`config.mk`:
```
export PLATFORM = sky130hd
export DESIGN_NAME = dcache_store_buffer
export DESIGN_NICKNAME = d
export VERILOG_FILES = /design/src/rtl/dcache_store_buffer.sv
export SDC_FILE = /design/constraint.sdc
export NUM_CORES = 1
export LEC_CHECK = 0
export CAP_MARGIN = 20
export CELL_PAD_IN_SITES_DETAIL_PLACEMENT = 1
export CELL_PAD_IN_SITES_GLOBAL_PLACEMENT = 1
export CORE_MARGIN = 2
export CORE_UTILIZATION = 40
export CTS_CLUSTER_DIAMETER = 80
export CTS_CLUSTER_SIZE = 10
export DETAILED_ROUTE_END_ITERATION = 6
export PLACE_DENSITY = 0.74
export SYNTH_ARGS = -nofsm -noshare
export SYNTH_HDL_FRONTEND = slang
export SYNTH_SLANG_ARGS = --single-unit
```
`constraint.sdc`:
```
create_clock -name clk -period 3.3 [get_ports clk]
set_input_delay 0.66 -clock clk [delete_from_list [all_inputs] [get_ports clk]]
set_output_delay 0.66 -clock clk [all_outputs]
set_load 0.005 [all_outputs]
```
`src/rtl/dcache_store_buffer.sv`:
```
// Store buffer between MEM and the data cache write port: aligns committed stores
// into byte-lane enables / shifted data, queues them, and flags overlapping loads.

module dcache_sb_match #(
  parameter int ADDR_W = 32,
  parameter int BE     = 4
) (
  input  logic              vld,
  input  logic [ADDR_W-1:0] entAddr,
  input  logic [BE-1:0]     entWen,
  input  logic [ADDR_W-1:0] ldAddr,
  input  logic [BE-1:0]     ldMask,
  output logic              hit
);
  assign hit = vld && (entAddr == ldAddr) && |(entWen & ldMask);
endmodule

module dcache_store_buffer #(
  parameter int DEPTH  = 4,
  parameter int DATA_W = 32,
  parameter int ADDR_W = 32
) (
  input  logic                     clk,
  input  logic                     resetn,
  input  logic                     req_valid,
  output logic                     req_ready,
  input  logic [ADDR_W-1:0]        req_addr,
  input  logic [1:0]               req_size,
  input  logic [DATA_W-1:0]        req_wdata,
  output logic                     cache_req_valid,
  input  logic                     cache_req_ready,
  output logic [ADDR_W-1:0]        cache_addr,
  output logic [DATA_W/8-1:0]      cache_wen,
  output logic [DATA_W-1:0]        cache_wdata,
  input  logic                     ld_valid,
  input  logic [ADDR_W-1:0]        ld_addr,
  input  logic [1:0]               ld_size,
  output logic                     ld_conflict,
  output logic                     st_addr_err,
  output logic [ADDR_W-1:0]        st_err_addr,
  output logic [$clog2(DEPTH):0]   count,
  output logic                     empty,
  output logic                     full
);
  localparam int BE  = DATA_W / 8;
  localparam int OFF = $clog2(BE);
  localparam int PW  = $clog2(DEPTH);

  typedef struct packed {
    logic [ADDR_W-1:0] addr;
    logic [BE-1:0]     wen;
    logic [DATA_W-1:0] data;
  } entry_t;

  entry_t [DEPTH-1:0] ent;
  logic   [DEPTH-1:0] entVld;
  logic   [PW-1:0]    head, tail;

  function automatic logic [BE-1:0] sizeMask(input logic [1:0] sz);
    logic [7:0] m;
    case (sz)
      2'b00:   m = 8'h01;
      2'b01:   m = 8'h03;
      2'b10:   m = 8'h0F;
      default: m = 8'hFF;
    endcase
    return m[BE-1:0];
  endfunction

  // Size 11 can never be aligned on a 32-bit cache.
  function automatic logic misaligned(input logic [1:0] sz, input logic [2:0] a);
    case (sz)
      2'b00:   return 1'b0;
      2'b01:   return a[0];
      2'b10:   return |a[1:0];
      default: return (DATA_W == 32) || (|a);
    endcase
  endfunction

  logic [OFF-1:0]    reqOff;
  logic [BE-1:0]     reqMask, ldMask;
  logic [DATA_W-1:0] reqData;
  logic [ADDR_W-1:0] reqAlign, ldAlign;
  logic              accept, reqMis, enq, deq;

  assign reqOff   = req_addr[OFF-1:0];
  assign reqMask  = sizeMask(req_size) << reqOff;
  assign reqData  = req_wdata << {reqOff, 3'b000};
  assign reqAlign = {req_addr[ADDR_W-1:OFF], {OFF{1'b0}}};
  assign ldMask   = sizeMask(ld_size) << ld_addr[OFF-1:0];
  assign ldAlign  = {ld_addr[ADDR_W-1:OFF], {OFF{1'b0}}};

  assign full      = (count == (PW+1)'(DEPTH));
  assign empty     = (count == '0);
  assign req_ready = !full;
  assign accept    = req_valid && req_ready;
  assign reqMis    = misaligned(req_size, req_addr[2:0]);
  assign enq       = accept && !reqMis;
  assign deq       = cache_req_valid && cache_req_ready;

  assign cache_req_valid = entVld[head];
  assign cache_addr      = ent[head].addr;
  assign cache_wen       = ent[head].wen;
  assign cache_wdata     = ent[head].data;

  always_ff @(posedge clk or negedge resetn) begin
    if (!resetn) begin
      ent         <= '0;
      entVld      <= '0;
      head        <= '0;
      tail        <= '0;
      count       <= '0;
      st_addr_err <= 1'b0;
      st_err_addr <= '0;
    end else begin
      // tail==head only when empty or full, so these never touch the same slot.
      if (enq) begin
        ent[tail]    <= '{addr: reqAlign, wen: reqMask, data: reqData};
        entVld[tail] <= 1'b1;
        tail         <= tail + 1'b1;
      end
      if (deq) begin
        entVld[head] <= 1'b0;
        head         <= head + 1'b1;
      end
      count       <= count + (PW+1)'(enq) - (PW+1)'(deq);
      st_addr_err <= accept && reqMis;
      if (accept && reqMis) st_err_addr <= req_addr;
    end
  end

  logic [DEPTH-1:0] hitVec;

  for (genvar i = 0; i < DEPTH; i++) begin : gMatch
    dcache_sb_match #(.ADDR_W(ADDR_W), .BE(BE)) uMatch (
      .vld     (entVld[i]),
      .entAddr (ent[i].addr),
      .entWen  (ent[i].wen),
      .ldAddr  (ldAlign),
      .ldMask  (ldMask),
      .hit     (hitVec[i])
    );
  end

  assign ld_conflict = ld_valid && (|hitVec);
endmodule

```
==> results_tabular.tex <==
\begin{tabular}{lr}
\hline
Metric & Value \\
\hline
\multicolumn{2}{l}{\textbf{Routing}} \\
\quad DRC violation count after routing & 0 \\
\quad Vias & 10.01k \\
\quad Wire length per cell & between 20 and 25 microns \\
\quad Drt initial violations & a little over 400 \\
\quad Mean number of vias per cell & 5.448 \\
\quad Antenna-violating nets left & 0 \\
\quad Drt total wl & about 46 mm \\
\quad Count of TritonRoute iterations in the first routing pass & 4 \\
\multicolumn{2}{l}{\textbf{Floorplanning}} \\
\quad I/O Pins & 214 \\
\quad Die height & between 200 and 250 microns \\
\quad Core area & roughly 38000 sq um \\
\quad FP Rows & 71 \\
\quad Die X & $\sim$200 microns \\
\quad Floorplan die area & around 40000 sq um \\
\quad Initial Util & 0.4073 \\
\multicolumn{2}{l}{\textbf{Pwr}} \\
\quad Power density relative to cell area & 970.2 nW/um\^{}2 \\
\quad Leak pwr & between 8 and 9 nW \\
\quad VDD IR max & approximately 0.51 mV \\
\multicolumn{2}{l}{\textbf{Place}} \\
\quad HPWL Detailed & between 30 and 40 mm \\
\quad Area after DPL & $\sim$19000 sq um \\
\quad Number of placed cells counting well taps & 1793 \\
\quad Number of buffers inserted by port buffering & about 210 \\
\quad Placer Congestion & $\sim$0.87 \\
\multicolumn{2}{l}{\textbf{Clock tree}} \\
\quad CTS tree & built \\
\quad Skew-Pair Late Insertion Delay & roughly 0.55 ns \\
\quad Clock edge transition at the registers on the reported setup and hold paths & around 0.050 ns \\
\quad Clock root buffer master & sky130\_fd\_sc\_hd\_\_clkbuf\_16 \\
\quad TritonCTS Buffers & 37 \\
\quad Clk sinks & 308 \\
\quad Deepest clock path buffer count & 3 \\
\quad Htree depth & 2 \\
\multicolumn{2}{l}{\textbf{GRT}} \\
\quad Global Route met3 Usage & 0.05955 \\
\quad Fraction of met2 tracks used by global routing & 0.3850 \\
\quad Global-route layer with the greatest usage & met2 \\
\quad Pin count of the biggest net entering global routing & slightly below 80 \\
\quad Residual overflow from global routing & 0 \\
\quad Met1 usage & 0.2872 \\
\quad Wire length of the first global-routing pass & 69.99 mm \\
\quad GR Util All Layers & 0.2293 \\
\quad Number of global-route vias before repair & roughly 11k \\
\quad Initial antenna violation count & 2 \\
\multicolumn{2}{l}{\textbf{Cells and area}} \\
\quad Ant diodes & 0 \\
\quad Layout cells sized above 1 & 0.3798 \\
\quad Final design area excluding fillers & slightly below 20000 sq um \\
\quad Filler Cell Count & between 3k and 4k \\
\quad Sequential cell area & 7712 sq um \\
\quad Count of non-filler cells in the finished layout & roughly 1.8k \\
\quad P\&R area growth vs syn & 28.25\% \\
\quad Area of the multi-input gates & 7485 sq um \\
\quad NumNets Final & between 1k and 1.5k \\
\multicolumn{2}{l}{\textbf{Worst hold path}} \\
\quad Hold Path Class & in -> async \\
\multicolumn{2}{l}{\textbf{Logic synthesis}} \\
\quad Proportion of synthesized flip-flops having asynchronous set or reset & 1.000 \\
\quad Post-synthesis sequential element count & 308 \\
\quad Average cell area after synthesis & 14.50 sq um \\
\quad Gate count of the mapped netlist & roughly 1.1k \\
\quad Seq/Total Area, Yosys & 0.5000 \\
\quad Number of enable flip-flop cells after synthesis & 0 \\
\quad Number of library cell types mapped by synthesis & 45 \\
\quad Most used flip-flop cell after synthesis & sky130\_fd\_sc\_hd\_\_dfrtp\_1 \\
\quad Synth Warn \# & 0 \\
\quad Total standard cell area after synthesis & 15410 sq um \\
\multicolumn{2}{l}{\textbf{Setup path}} \\
\quad Max stage delay cell, worst path & sky130\_fd\_sc\_hd\_\_or4\_4 \\
\quad Crit path capture type & output pin \\
\quad Maximum fanout encountered on the critical timing path & 2 \\
\quad Slowest Stage Delay on Critical Path & between 0.5 and 0.6 ns \\
\quad Worst Path Class, Setup & in -> out \\
\quad Arrival time of data at the critical path endpoint & between 2 and 3 ns \\
\quad Worst endpoint required time & $\sim$2.6 ns \\
\quad Sort of element at the start of the critical path & input port \\
\quad Setup slack of the most critical reg-to-reg path & roughly 0.52 ns \\
\quad CP cell instances & clkdlybuf4s50\_1 > xnor2\_1 > nand4\_1 > or4\_4 > a211oi\_2 > o41a\_1 > buf\_2 \\
\multicolumn{2}{l}{\textbf{Timing}} \\
\quad Maximum clock skew at final layout & $\sim$0.014 ns \\
\quad Actual transition at the worst max-transition pin & between 0.6 and 0.7 ns \\
\quad Timing-limited maximum frequency & about 300 MHz \\
\quad Final critical-path required period & 3.280 ns \\
\quad Final Hold Viols & 0 \\
\quad Final-report max-slew violation count & 0 \\
\quad Final setup vio count & 0 \\
\quad Sum of negative setup slack & 0 ns \\
\quad Slew HR & 0.5430 \\
\quad Share of the clock period used by the worst path & 0.9939 \\
\multicolumn{2}{l}{\textbf{Outcome}} \\
\quad Result of the run & complete, no violations \\
\multicolumn{2}{l}{\textbf{Job}} \\
\quad Maximum Capacitance Violations & 0 \\
\hline
\end{tabular}
## worst paths after layout
kind                                   endpoint       start  cells past startpoint
max in group asynchronous               head[0]      resetn                      2
min in group clk                       ent[205]    ent[205]                      1
worst max register to register         count[2]     head[0]                      9
worst min register to register         ent[205]    ent[205]                      1
worst max-delay path                ld_conflict  ld_addr[2]                      7
worst min-delay path            st_err_addr[30]      resetn                      1
## where the power goes
group / internal [mW] / switching, mW
clock: 2.16 / 1.55
combinational: 5.20 / 3.32
sequential: 5.56 / 1.40
## routing by layer
layer,vias up,wire [microns]
li1,4383,-
met4,4,1353
met5,-,26
met3,78,3027
met1,5281,18890
met2,267,22310
## what timing repair did
item / CTS / global route
setup endpoints to repair: 1 / 4
setup buffers: 0 / 0
hold buffers: 0 / 0
pin swaps: 6 / 10
gates resized for setup: 15 / 30
## stage by stage
stage          power, mW  hold WS [ns]  utilization  setup slack [ns]
6_report           19.18        0.1181       0.5224           0.02006
2_1_floorplan      11.25        0.3644            -            0.3903
5_1_grt            20.22        0.1454       0.5224          -0.02734
4_1_cts            19.27        0.1178       0.5180          0.009421
3_5_place_dp       15.43        0.4864       0.4898           -0.4571
3_3_place_gp       15.10        0.4741       0.4898           -0.4868
## registers in the layout (all words and copies together) (netlist names)
register / cells
count: 3
st_err_addr: 32
st_addr_err: 1
entVld: 4
tail: 2
ent: 264
head: 2
## kinds of logic (layout without fill, tap and decap cells)
family / after synthesis / in the layout / share of synthesized area
AOI/OAI and AO/OA: 68 / 68 / 0.02841
xor gates and xnor gates: 124 / 124 / 0.07046
buffers and inverters: 77 / 340 / 0.02744
adders and majority gates: 12 / 12 / 0.01007
and+or+nand+nor: 102 / 102 / 0.03758
muxes: 371 / 371 / 0.3258
other: 1 / 2 / 0.0002433
DFF: 308 / 308 / 0.5000
## synthesized netlist by cell type (3+ instances only)
| library cell | instances | area, sq um |
|---|---|---|
| sky130_fd_sc_hd__mux2_2 | 254 | 2860 |
| sky130_fd_sc_hd__nor2_1 | 12 | 45.04 |
| sky130_fd_sc_hd__nand3_2 | 4 | 40.04 |
| sky130_fd_sc_hd__inv_1 | 12 | 45.04 |
| sky130_fd_sc_hd__dfrtp_1 | 308 | 7707 |
| sky130_fd_sc_hd__xor2_1 | 75 | 656.9 |
| sky130_fd_sc_hd__buf_6 | 10 | 112.6 |
| sky130_fd_sc_hd__a21oi_1 | 15 | 75.07 |
| sky130_fd_sc_hd__nand2_1 | 20 | 75.07 |
| sky130_fd_sc_hd__mux2_4 | 29 | 435.4 |
| sky130_fd_sc_hd__xnor2_1 | 49 | 429.2 |
| sky130_fd_sc_hd__mux4_2 | 67 | 1509 |
| sky130_fd_sc_hd__buf_2 | 26 | 130.1 |
| sky130_fd_sc_hd__nor4_1 | 19 | 118.9 |
| sky130_fd_sc_hd__buf_4 | 7 | 52.55 |
| sky130_fd_sc_hd__a22oi_1 | 5 | 37.54 |
| sky130_fd_sc_hd__nor2b_1 | 9 | 56.30 |
| sky130_fd_sc_hd__buf_1 | 6 | 22.52 |
| sky130_fd_sc_hd__clkbuf_1 | 16 | 60.06 |
| sky130_fd_sc_hd__ha_1 | 10 | 125.1 |
| sky130_fd_sc_hd__a21o_1 | 3 | 22.52 |
| sky130_fd_sc_hd__o21a_1 | 3 | 22.52 |
| sky130_fd_sc_hd__o22a_1 | 3 | 26.28 |
| sky130_fd_sc_hd__a211oi_1 | 13 | 97.59 |
| sky130_fd_sc_hd__mux2i_1 | 16 | 160.2 |
| sky130_fd_sc_hd__nand4_1 | 16 | 100.1 |
| sky130_fd_sc_hd__mux2_1 | 5 | 56.30 |
| sky130_fd_sc_hd__nor3_1 | 5 | 25.02 |
| sky130_fd_sc_hd__and2_1 | 9 | 56.30 |
| sky130_fd_sc_hd__o21ai_0 | 22 | 110.1 |
## final cells by class
type | instances | area share
inverters | 12 | 0.002279
clock buffers | 43 | 0.05165
clock inverters | 2 | 0.0008861
multi-input cells | 679 | 0.3786
repair buffers | 283 | 0.1441
well taps | 511 | 0.03234
flip-flops and latches | 308 | 0.3902
## critical path: cells and delay by family
| kind | cells | cell delay [ns] |
|---|---|---|
| buffers and inverters | 2 | 0.60 |
| and+or+nand+nor | 2 | 0.69 |
| xor gates and xnor gates | 1 | 0.29 |
| AOI/OAI and AO/OA | 2 | 0.38 |
## cells in the final DEF (no fill, tap or decap), types with 11 or more instances in the layout
cell and count:
sky130_fd_sc_hd__inv_1 12, sky130_fd_sc_hd__nor4_1 11, sky130_fd_sc_hd__dfrtp_1 306, sky130_fd_sc_hd__mux2_4 29
sky130_fd_sc_hd__mux4_2 67, sky130_fd_sc_hd__nand4_1 16, sky130_fd_sc_hd__mux2_2 254, sky130_fd_sc_hd__clkdlybuf4s50_1 195
sky130_fd_sc_hd__clkbuf_16 39, sky130_fd_sc_hd__a21oi_1 15, sky130_fd_sc_hd__nand2_1 20, sky130_fd_sc_hd__xnor2_1 41
sky130_fd_sc_hd__buf_12 13, sky130_fd_sc_hd__o21ai_0 21, sky130_fd_sc_hd__xor2_1 72, sky130_fd_sc_hd__mux2i_1 16
sky130_fd_sc_hd__nor2_1 12, sky130_fd_sc_hd__buf_4 56
Power figures use the tool's default switching activity.
